File: config.mk
export PLATFORM = sky130hd
export DESIGN_NAME = delay_chain_meter
export DESIGN_NICKNAME = d
export VERILOG_FILES = /design/src/rtl/delay_chain_meter_pkg.sv /design/src/rtl/sync_2ff.sv /design/src/rtl/delay_chain_meter.sv
export SDC_FILE = /design/constraint.sdc
export NUM_CORES = 1
export LEC_CHECK = 0
export CAP_MARGIN = 5
export CORE_ASPECT_RATIO = 1.4
export CORE_UTILIZATION = 50
export CTS_BUF_LIST = sky130_fd_sc_hd__clkbuf_8
export CTS_CLUSTER_SIZE = 14
export DETAILED_ROUTE_END_ITERATION = 7
export PLACE_DENSITY = 0.83
export REMOVE_ABC_BUFFERS = 1
export SLEW_MARGIN = 20
export SYNTH_ARGS = -nofsm -noshare
export SYNTH_HDL_FRONTEND = slang
export SYNTH_SLANG_ARGS = --single-unit
File: constraint.sdc
create_clock -name clk -period 2 [get_ports clk]
set_input_delay 0.3 -clock clk [delete_from_list [all_inputs] [get_ports clk]]
set_output_delay 0.3 -clock clk [all_outputs]
set_load 0.01 [all_outputs]
File: src/rtl/delay_chain_meter_pkg.sv
// Shared types for the delay-chain measurement blocks: FSM states and
// the error codes reported on err_o.
package delay_chain_meter_pkg;

  typedef enum logic [2:0] {
    IDLE    = 3'd0,
    SETTLE  = 3'd1,
    MEASURE = 3'd2,
    RELAX   = 3'd3,
    FINISH  = 3'd4
  } state_t;

  localparam logic [1:0] ERR_OK      = 2'b00;
  localparam logic [1:0] ERR_RISE_TO = 2'b01;
  localparam logic [1:0] ERR_FALL_TO = 2'b10;

endpackage

File: src/rtl/sync_2ff.sv
// Generic two-flop synchronizer for bringing asynchronous levels into clk.
module sync_2ff #(
  parameter int W = 1
) (
  input  logic         clk,
  input  logic         rst_n,
  input  logic [W-1:0] d,
  output logic [W-1:0] q
);

  logic [W-1:0] meta_reg;
  logic [W-1:0] sync_reg;

  always_ff @(posedge clk or negedge rst_n) begin
    if (!rst_n) begin
      meta_reg <= '0;
      sync_reg <= '0;
    end else begin
      meta_reg <= d;
      sync_reg <= meta_reg;
    end
  end

  assign q = sync_reg;

endmodule

File: src/rtl/delay_chain_meter.sv
// Launches an edge into the delay chain, times its arrival through a 2-flop
// synchronizer and accumulates 2^TRIALS_LOG2 trials into a sum and average.
module delay_chain_meter
  import delay_chain_meter_pkg::*;
#(
  parameter int CNT_W          = 16,
  parameter int TRIALS_LOG2    = 2,
  parameter int TIMEOUT_CYCLES = 1000,
  parameter int SETTLE_CYCLES  = 16
) (
  input  logic                         clk,
  input  logic                         rst_n,
  input  logic                         start_i,
  input  logic                         abort_i,
  output logic                         launch_o,
  input  logic                         sense_i,
  output logic                         busy_o,
  output logic                         done_o,
  output logic [1:0]                   err_o,
  output logic [CNT_W+TRIALS_LOG2-1:0] sum_o,
  output logic [CNT_W-1:0]             avg_o
);

  localparam int SUM_W   = CNT_W + TRIALS_LOG2;
  localparam int TRIAL_W = TRIALS_LOG2 + 1;

  localparam logic [TRIAL_W-1:0] LAST_TRIAL   = TRIAL_W'((1 << TRIALS_LOG2) - 1);
  localparam logic [CNT_W-1:0]   CNT_MAX      = '1;
  localparam logic [CNT_W-1:0]   TIMEOUT_LAST = CNT_W'(TIMEOUT_CYCLES - 1);
  localparam logic [CNT_W-1:0]   SETTLE_LAST  = CNT_W'(SETTLE_CYCLES - 1);

  state_t               state_reg,   state_next;
  logic [CNT_W-1:0]     cnt_reg,     cnt_next;
  logic [CNT_W-1:0]     elapsed_reg, elapsed_next;
  logic [TRIAL_W-1:0]   trial_reg,   trial_next;
  logic [SUM_W-1:0]     acc_reg,     acc_next;
  logic [SUM_W-1:0]     sum_reg,     sum_next;
  logic [CNT_W-1:0]     avg_reg,     avg_next;
  logic [1:0]           err_reg,     err_next;
  logic                 done_reg,    done_next;
  logic                 launch_reg,  launch_next;
  logic                 sense_s;

  sync_2ff #(.W(1)) u_sense_sync (
    .clk   (clk),
    .rst_n (rst_n),
    .d     (sense_i),
    .q     (sense_s)
  );

  function automatic logic [CNT_W-1:0] sat_inc(input logic [CNT_W-1:0] v);
    return (v == CNT_MAX) ? v : v + CNT_W'(1);
  endfunction

  always_comb begin
    state_next   = state_reg;
    cnt_next     = cnt_reg;
    elapsed_next = elapsed_reg;
    trial_next   = trial_reg;
    acc_next     = acc_reg;
    sum_next     = sum_reg;
    avg_next     = avg_reg;
    err_next     = err_reg;
    done_next    = 1'b0;

    unique case (state_reg)
      IDLE: begin
        if (start_i) begin
          state_next   = SETTLE;
          cnt_next     = '0;
          elapsed_next = '0;
          trial_next   = '0;
          acc_next     = '0;
          err_next     = ERR_OK;
        end
      end

      SETTLE: begin
        // cnt tracks the current run of low samples, elapsed the total wait
        elapsed_next = sat_inc(elapsed_reg);
        if (sense_s) begin
          cnt_next = '0;
        end else if (cnt_reg == SETTLE_LAST) begin
          cnt_next   = '0;
          state_next = MEASURE;
        end else begin
          cnt_next = sat_inc(cnt_reg);
        end
        if (!(!sense_s && cnt_reg == SETTLE_LAST) && elapsed_reg == TIMEOUT_LAST) begin
          err_next   = ERR_FALL_TO;
          state_next = FINISH;
        end
      end

      MEASURE: begin
        // synchronizer latency stays in the count so a zero-delay chain reads 2
        if (sense_s) begin
          acc_next     = acc_reg + SUM_W'(cnt_reg);
          elapsed_next = '0;
          state_next   = RELAX;
        end else if (cnt_reg == TIMEOUT_LAST) begin
          err_next   = ERR_RISE_TO;
          state_next = FINISH;
        end else begin
          cnt_next = sat_inc(cnt_reg);
        end
      end

      RELAX: begin
        elapsed_next = sat_inc(elapsed_reg);
        if (!sense_s) begin
          trial_next = trial_reg + TRIAL_W'(1);
          if (trial_reg == LAST_TRIAL) begin
            state_next = FINISH;
          end else begin
            state_next   = SETTLE;
            cnt_next     = '0;
            elapsed_next = '0;
          end
        end else if (elapsed_reg == TIMEOUT_LAST) begin
          err_next   = ERR_FALL_TO;
          state_next = FINISH;
        end
      end

      FINISH: begin
        sum_next   = acc_reg;
        avg_next   = CNT_W'(acc_reg >> TRIALS_LOG2);
        done_next  = 1'b1;
        state_next = IDLE;
      end

      default: state_next = IDLE;
    endcase

    // abort wins over any transition, leaving the reported results untouched
    if (abort_i && state_reg != IDLE) begin
      state_next = IDLE;
      err_next   = err_reg;
      sum_next   = sum_reg;
      avg_next   = avg_reg;
      done_next  = 1'b0;
    end

    launch_next = (state_next == MEASURE);
  end

  always_ff @(posedge clk or negedge rst_n) begin
    if (!rst_n) begin
      state_reg   <= IDLE;
      cnt_reg     <= '0;
      elapsed_reg <= '0;
      trial_reg   <= '0;
      acc_reg     <= '0;
      sum_reg     <= '0;
      avg_reg     <= '0;
      err_reg     <= ERR_OK;
      done_reg    <= 1'b0;
      launch_reg  <= 1'b0;
    end else begin
      state_reg   <= state_next;
      cnt_reg     <= cnt_next;
      elapsed_reg <= elapsed_next;
      trial_reg   <= trial_next;
      acc_reg     <= acc_next;
      sum_reg     <= sum_next;
      avg_reg     <= avg_next;
      err_reg     <= err_next;
      done_reg    <= done_next;
      launch_reg  <= launch_next;
    end
  end

  assign launch_o = launch_reg;
  assign busy_o   = (state_reg != IDLE);
  assign done_o   = done_reg;
  assign err_o    = err_reg;
  assign sum_o    = sum_reg;
  assign avg_o    = avg_reg;

endmodule

==> impl_metrics.yaml, run 1 <==
clock_network:
  h-tree-depth: 3
  clock_latency_ns: 0.38
  cts_buffers: 9
  cts_tree: "done"
  cts_root_buf: "clkbuf_8"
  cts.sinks: 80
  path_clk_slew_ns: 0.08
  clk_path_buf_depth: 2
pwr:
  powerDensity_nw_per_um2: 730
  clockPowerShare_pct: 25.6
  p_seq_share_pct: 36.6
  p_switching_mw: 1.85
  p_int_mw: 3.27
  netSwitchingFraction_pct: 36.2
  leakage_nw: 3.10
  combPwrFrac_pct: 37.9
  ir_worst_vdd_uv: 582
yosys:
  synth_cells: 513
  synthSimpleGateAreaFrac_pct: 21.1
  synthMuxAreaShare_pct: 5.47
  synth.top_cells.by_area: "dfrtp_1 41%, ha_1 5.2%, mux2_2 4.4%"
  synth_top_cell_by_area: "dfrtp_1"
  synth_compound_area_share_pct: 15.3
  synth_edf_count: 0
  syn_area_sq_um: 4850
  synth_top_area_share_pct: 41.3
  yosys_most_used_dff: "dfrtp_1"
  synth-xor-area-share_pct: 5.06
  ys_ff_latch: 80
  synth_top_family_by_area: "simple AND/OR/NAND/NOR gates"
  synthAdderAreaFrac_pct: 5.58
  ys_seq_area_share_pct: 41.3
  async_flop_share_pct: 100
  avgSynthCellArea_sq_um: 9.45
  yosysWarnings: 0
  ys_types: 66
global_route:
  antenna_found_initial: 0
  grt_max_degree: 46
  grt_pass1_wl_um: 21800
  track_usage_pct: 27.8
  grt-ovfl-total: 0
  grt_pass1_vias: 4804
layout:
  area_delta_synth_final_pct: 44.8
  diodes: 0
  final_cell_mix: "104 x buf_4, 74 x dfrtp_1, 46 x nand2_1, 46 x nor2_1, 41 x clkdlybuf4s50_1"
  layout_commonest_cell: "buf_4"
  fin_area_sq_um: 7020
  finalNonFillerCells: 769
  nets: 680
  drive_above_1_share_pct: 39.5
timing:
  layout_setup_ws_ns: -0.304
  finalSetupViolations: 26
  finalCritPeriodShare_pct: 115
  hold_violations: 0
  fin_tns_setup_ns: -4.83
  period_needed_ns: 2.30
  fmax_mhz: 434
  whs_ns: 0.355
  rsz0062_at_grt: "yes"
  fin_skew_ns: 0.0159
  worst_slew_pin_slew_ns: 0.641
  slew_headroom_pct: 57.0
  slew_viol_final: 0
placed_design:
  dp.final_hpwl_um: 8910
  io_buffers: 43
  dp_cells: 722
  place_ws_ns: -0.282
  gp_congestion: 0.866
  placed_area_sq_um: 5880
setup_path:
  max_stage_delay_ns: 0.52
  cp_num_buf_inv: 3
  r2r_start: "cnt_reg[1]"
  cp-start-kind: "flop"
  crit_cells: 9
  cpLargestDelayFamily: "simple AND/OR/NAND/NOR gates"
  reg2regPathDepth: 9
  crit_end: "cnt_reg[2]"
  crit_path_start: "cnt_reg[1]"
  critPathCaptureType: "flop"
  path_cells: "buf_6, ha_4, buf_4, nand4_1, nor4_4, inv_1, and3_4, nand3_1, o211ai_1"
  crit_fanout: 4
  reg2reg_slack_ns: -0.30
  critPathKind: "flop to flop"
  cp.required_ns: 2.26
  reg2reg_to: "cnt_reg[2]"
  cp_data_arrival_time_ns: 2.56
  slowest_stage: "nor4_4"
floorplan:
  ios: 44
  die_area_sq_um: 10100
  start_util_pct: 51.2
  rows: 42
  die_height_um: 118
  core-area_sq_um: 9460
  die_w_um: 85.2
run_status:
  violations: "negative setup slack"
  status: "finished, violations left"
routing:
  drtAntennaViolNets: 0
  drt_iter0_markers: 336
  drc_errors: 0
  vias_per_cell: 6.36
  routed_wl_um: 16000
  via_count: 4887
  wl_per_cell_um: 20.8
  first_pass_iters: 5
min_path:
  hold_path_class: "flop to flop"
job:
  maxCapViolCount: 0
[power groups by stage]
stage	sequential (mW)	combinational, mW	clock, mW
CTS	1.85	1.64	1.30
global route	1.89	2.07	1.38
floorplan	1.88	0.742	0
detailed placement	1.89	1.41	0
finish	1.87	1.94	1.31
global placement	1.88	1.36	0
[worst min path at each step]
stage                               start             end  cells after the start
finish              u_sense_sync.meta_reg  u_sense_sync.q                      0
global route        u_sense_sync.meta_reg  u_sense_sync.q                      0
CTS                 u_sense_sync.meta_reg  u_sense_sync.q                      0
detailed placement                  rst_n  elapsed_reg[4]                      1
global placement                    rst_n  elapsed_reg[3]                      1
floorplan                           rst_n      acc_reg[0]                      0
[routing by layer]
metal	vias up	GRT usage, %	share of wire [%]
li1	2125	-	-
met1	2390	29.0	36
met2	274	48.5	53
met3	98	5.80	5.3
met4	0	20.4	6.2
met5	-	0	0
[metrics by stage]
step	utilization [%]	power, mW
finish	74.2	5.12
global route	74.2	5.33
CTS	68.8	4.79
detailed placement	62.1	3.30
global placement	62.1	3.24
floorplan	-	2.63
[cells in the mapped netlist, types with 9 or more instances]
cell	instances
xor2_1	9
a21oi_1	36
inv_1	9
ha_1	20
nand2_1	48
nor4_1	10
nor3_1	13
clkbuf_1	9
nand3_1	20
nor2_1	53
xnor2_1	19
dfrtp_1	80
o21ai_0	16
mux2_2	19
buf_4	17
a31oi_1	9
[worst reg2reg max path, cell delays in order (launching register included)]
cell	delay [ns]
dfrtp_2	0.42
buf_6	0.13
ha_4	0.14
buf_4	0.10
nand4_1	0.27
nor4_4	0.52
inv_1	0.17
and3_4	0.23
nand3_1	0.10
o211ai_1	0.10
[timing repair]
action / 4_1_cts / 5_1_grt
pin swaps: 29 / 31
gates cloned: 1 / 2
hold buffers: 1 / 0
resized for setup: 64 / 78
setup buffers: 11 / 19
setup endpoints to repair: 29 / 37
hold endpoints to repair: 35 / 0
[layout make-up]
class	instances	area [sq um]
clock buffers	12	165
clock inverters	4	51.3
fillers	600	2440
inverters	10	37.5
multi-input cells	388	3180
flip-flops and latches	80	2010
well taps	110	138
repair buffers	165	1430
[logic make-up (layout without fill, tap and decap cells)]
family,after synthesis,count (layout)
XOR/XNOR,28,28
buffers and inverters,46,191
multiplexers,24,24
AO/OA/AOI/OAI,112,113
AND/OR/NAND/NOR,202,202
adder cells (fa/ha/maj),21,21
flip-flops,80,80
Note: power is estimated with default switching activity, not from simulation.
==> run 2: changes to the inputs <==
--- a/config.mk
+++ b/config.mk
@@ -11,6 +11,7 @@
 export CTS_BUF_LIST = sky130_fd_sc_hd__clkbuf_8
 export CTS_CLUSTER_SIZE = 14
 export DETAILED_ROUTE_END_ITERATION = 7
+export HOLD_SLACK_MARGIN = 0.05
 export PLACE_DENSITY = 0.83
 export REMOVE_ABC_BUFFERS = 1
 export SLEW_MARGIN = 20
==> results of run 2 <==
The final DEF is identical to that of run 1; final timing and power are the same.
==> edit (flow settings as in run 2) <==
Set the parameter `CNT_W` to 18 (it was 16).
--- a/src/rtl/delay_chain_meter.sv
+++ b/src/rtl/delay_chain_meter.sv
@@ -3,7 +3,7 @@
 module delay_chain_meter
   import delay_chain_meter_pkg::*;
 #(
-  parameter int CNT_W          = 16,
+  parameter int CNT_W          = 18,
   parameter int TRIALS_LOG2    = 2,
   parameter int TIMEOUT_CYCLES = 1000,
   parameter int SETTLE_CYCLES  = 16
Ports: changed (resized avg_o and sum_o); port bits go from 44 to 48. No check against the original RTL was run, so the function may have changed too.
==> edit against run 2 <==
- the run still ends with negative setup slack left
- synthesized area grew 9.2%
- routed wire length up 4.7%
- clock skew down 0.0017 ns
- via count is 8.7% higher
- final area grew 8.8%
- setup slack better by 0.015 ns
- first-iteration DRC count grew 18%
- total power shrank 9.4%
- sequential share of layout area is 0.29 points higher
- core utilization shrank 0.43 points
- sequential cell count grew 8
- largest cell class unchanged
==> edit: results (changes against run 2) <==
* Run status: finished, violations left (unchanged)
* Failing checks: negative setup slack (unchanged)
* DPL Wire Length at 10.5 mm (was 8.91 mm)
* Final setup vio count at 38 (was 26)
* Worst path top cell family by delay: compound AO/OA/AOI/OAI gates (was simple AND/OR/NAND/NOR gates)
* Avg Inst Size Synth at 9.23 µm² (was 9.45 µm²)
* Port bufs at 47 (was 43)
* Clock buf/inv share at 0.0267 (was 0.0308)
* Sw Pwr at 1.56 mW (was 1.85 mW)
* Worst slew pin tran at 0.435 ns (was 0.641 ns)
* Worst hold path type: primary input to flop (was flop to flop)
* Drt initial violations at 397 (was 336)
* Cell count after placement at 840 (was 722)
* Final Wtd Congestion at 0.920 (was 0.866)
* Final net count at 768 (was 680)
* Worst setup margin at -0.289 ns (was -0.304 ns)
* Non-clk buf share at 0.217 (was 0.204)
* Multi-input gates at 435 (was 388)
* Register area share after synthesis at 0.416 (was 0.413)
* FF/Latch Area at 0.00221 mm² (was 0.00201 mm²)
* Signal buffers at 193 (was 165)
* Logic inverters at 13 (was 10)
* Largest cells by area after synthesis: dfrtp_1 42%, ha_1 5.2%, nand2_1 4.5% (was dfrtp_1 41%, ha_1 5.2%, mux2_2 4.4%)
* Fraction of area in multi-input gates at 0.438 (was 0.454)
* VDD IR max at 597 µV (was 582 µV)
* Post-synth top cells: 88 x dfrtp_1, 64 x nand2_1, 55 x nor2_1 (was 80 x dfrtp_1, 53 x nor2_1, 48 x nand2_1)
edit: cell types whose count changed after synthesis, moves of 5 or more:
cell            run 2  this run
nor2b_1             2         8
buf_6               8         0
xor2_1              9        24
nand4_1             7        14
o31ai_1             7         2
a21o_1              6        11
xnor2_1            19         7
o21ai_0            16        32
a21oi_1            36        31
nor4_1             10         5
dfrtp_1            80        88
nand2_1            48        64
edit: cells by family (layout without fill, tap and decap cells):
| family | after synthesis | in the layout | synth area share |
|---|---|---|---|
| AO/OA/AOI/OAI | 121 | 121 | 0.151 |
| AND/OR/NAND/NOR | 232 | 232 | 0.218 |
| multiplexers | 28 | 28 | 0.0577 |
| adder cells (fa/ha/maj) | 23 | 23 | 0.0558 |
| buffers and inverters | 50 | 222 | 0.0497 |
| XOR/XNOR | 31 | 31 | 0.0513 |
| flip-flops | 88 | 88 | 0.416 |
edit: metrics by stage:
stage               setup WS [ns]  cell area, µm²  setup TNS (ns)  hold WS (ns)
CTS                        -0.193            7410           -2.89         0.360
detailed placement         -0.324            6650           -5.79         0.259
global route               -0.330            7630           -8.15         0.358
finish                     -0.289            7630           -5.83         0.358
global placement           -0.209            6650           -3.42         0.249
floorplan                   -1.00            5080          -23.34       0.00441
edit: per-layer routing:
layer  wire (µm)  share of wire  up-vias  track usage
met4         870          0.052        0        0.177
met2        9020           0.54      248        0.570
met3         858          0.051       86       0.0603
met5           0              0        -            0
li1            -              -     2385            -
met1        6030           0.36     2594        0.315
edit: power groups by stage:
| stage | clock network (mW) | registers, mW | logic (mW) |
|---|---|---|---|
| 2_1_floorplan | 0 | 1.97 | 0.564 |
| 6_report | 1.30 | 1.93 | 1.41 |
| 3_3_place_gp | 0 | 1.95 | 1.10 |
| 4_1_cts | 1.30 | 1.92 | 1.30 |
| 5_1_grt | 1.38 | 1.93 | 1.50 |
| 3_5_place_dp | 0 | 1.96 | 1.14 |
edit: repair_timing:
item	CTS	global route
hold buffers	1	0
pin swaps	49	26
hold endpoints to repair	28	0
resized for setup	92	34
buffers inserted	15	12
endpoints found under the setup margin	39	48
edit: path summary, 6_finish.rpt:
path                                                      start                               to  slack, ns  depth (start not counted)
worst max register to register           cnt_reg[3]$_DFFE_PN0P_          acc_reg[15]$_DFFE_PN0P_      -0.29                          8
max in group asynchronous                                 rst_n          cnt_reg[13]$_DFFE_PN0P_       0.93                          3
min in group asynchronous                                 rst_n                 done_o$_DFF_PN0_       0.37                          2
worst min-delay path                                    sense_i  u_sense_sync.meta_reg$_DFF_PN0_       0.36                          1
worst max-delay path                     cnt_reg[3]$_DFFE_PN0P_          acc_reg[15]$_DFFE_PN0P_      -0.29                          8
worst min register to register  u_sense_sync.meta_reg$_DFF_PN0_         u_sense_sync.q$_DFF_PN0_       0.37                          0
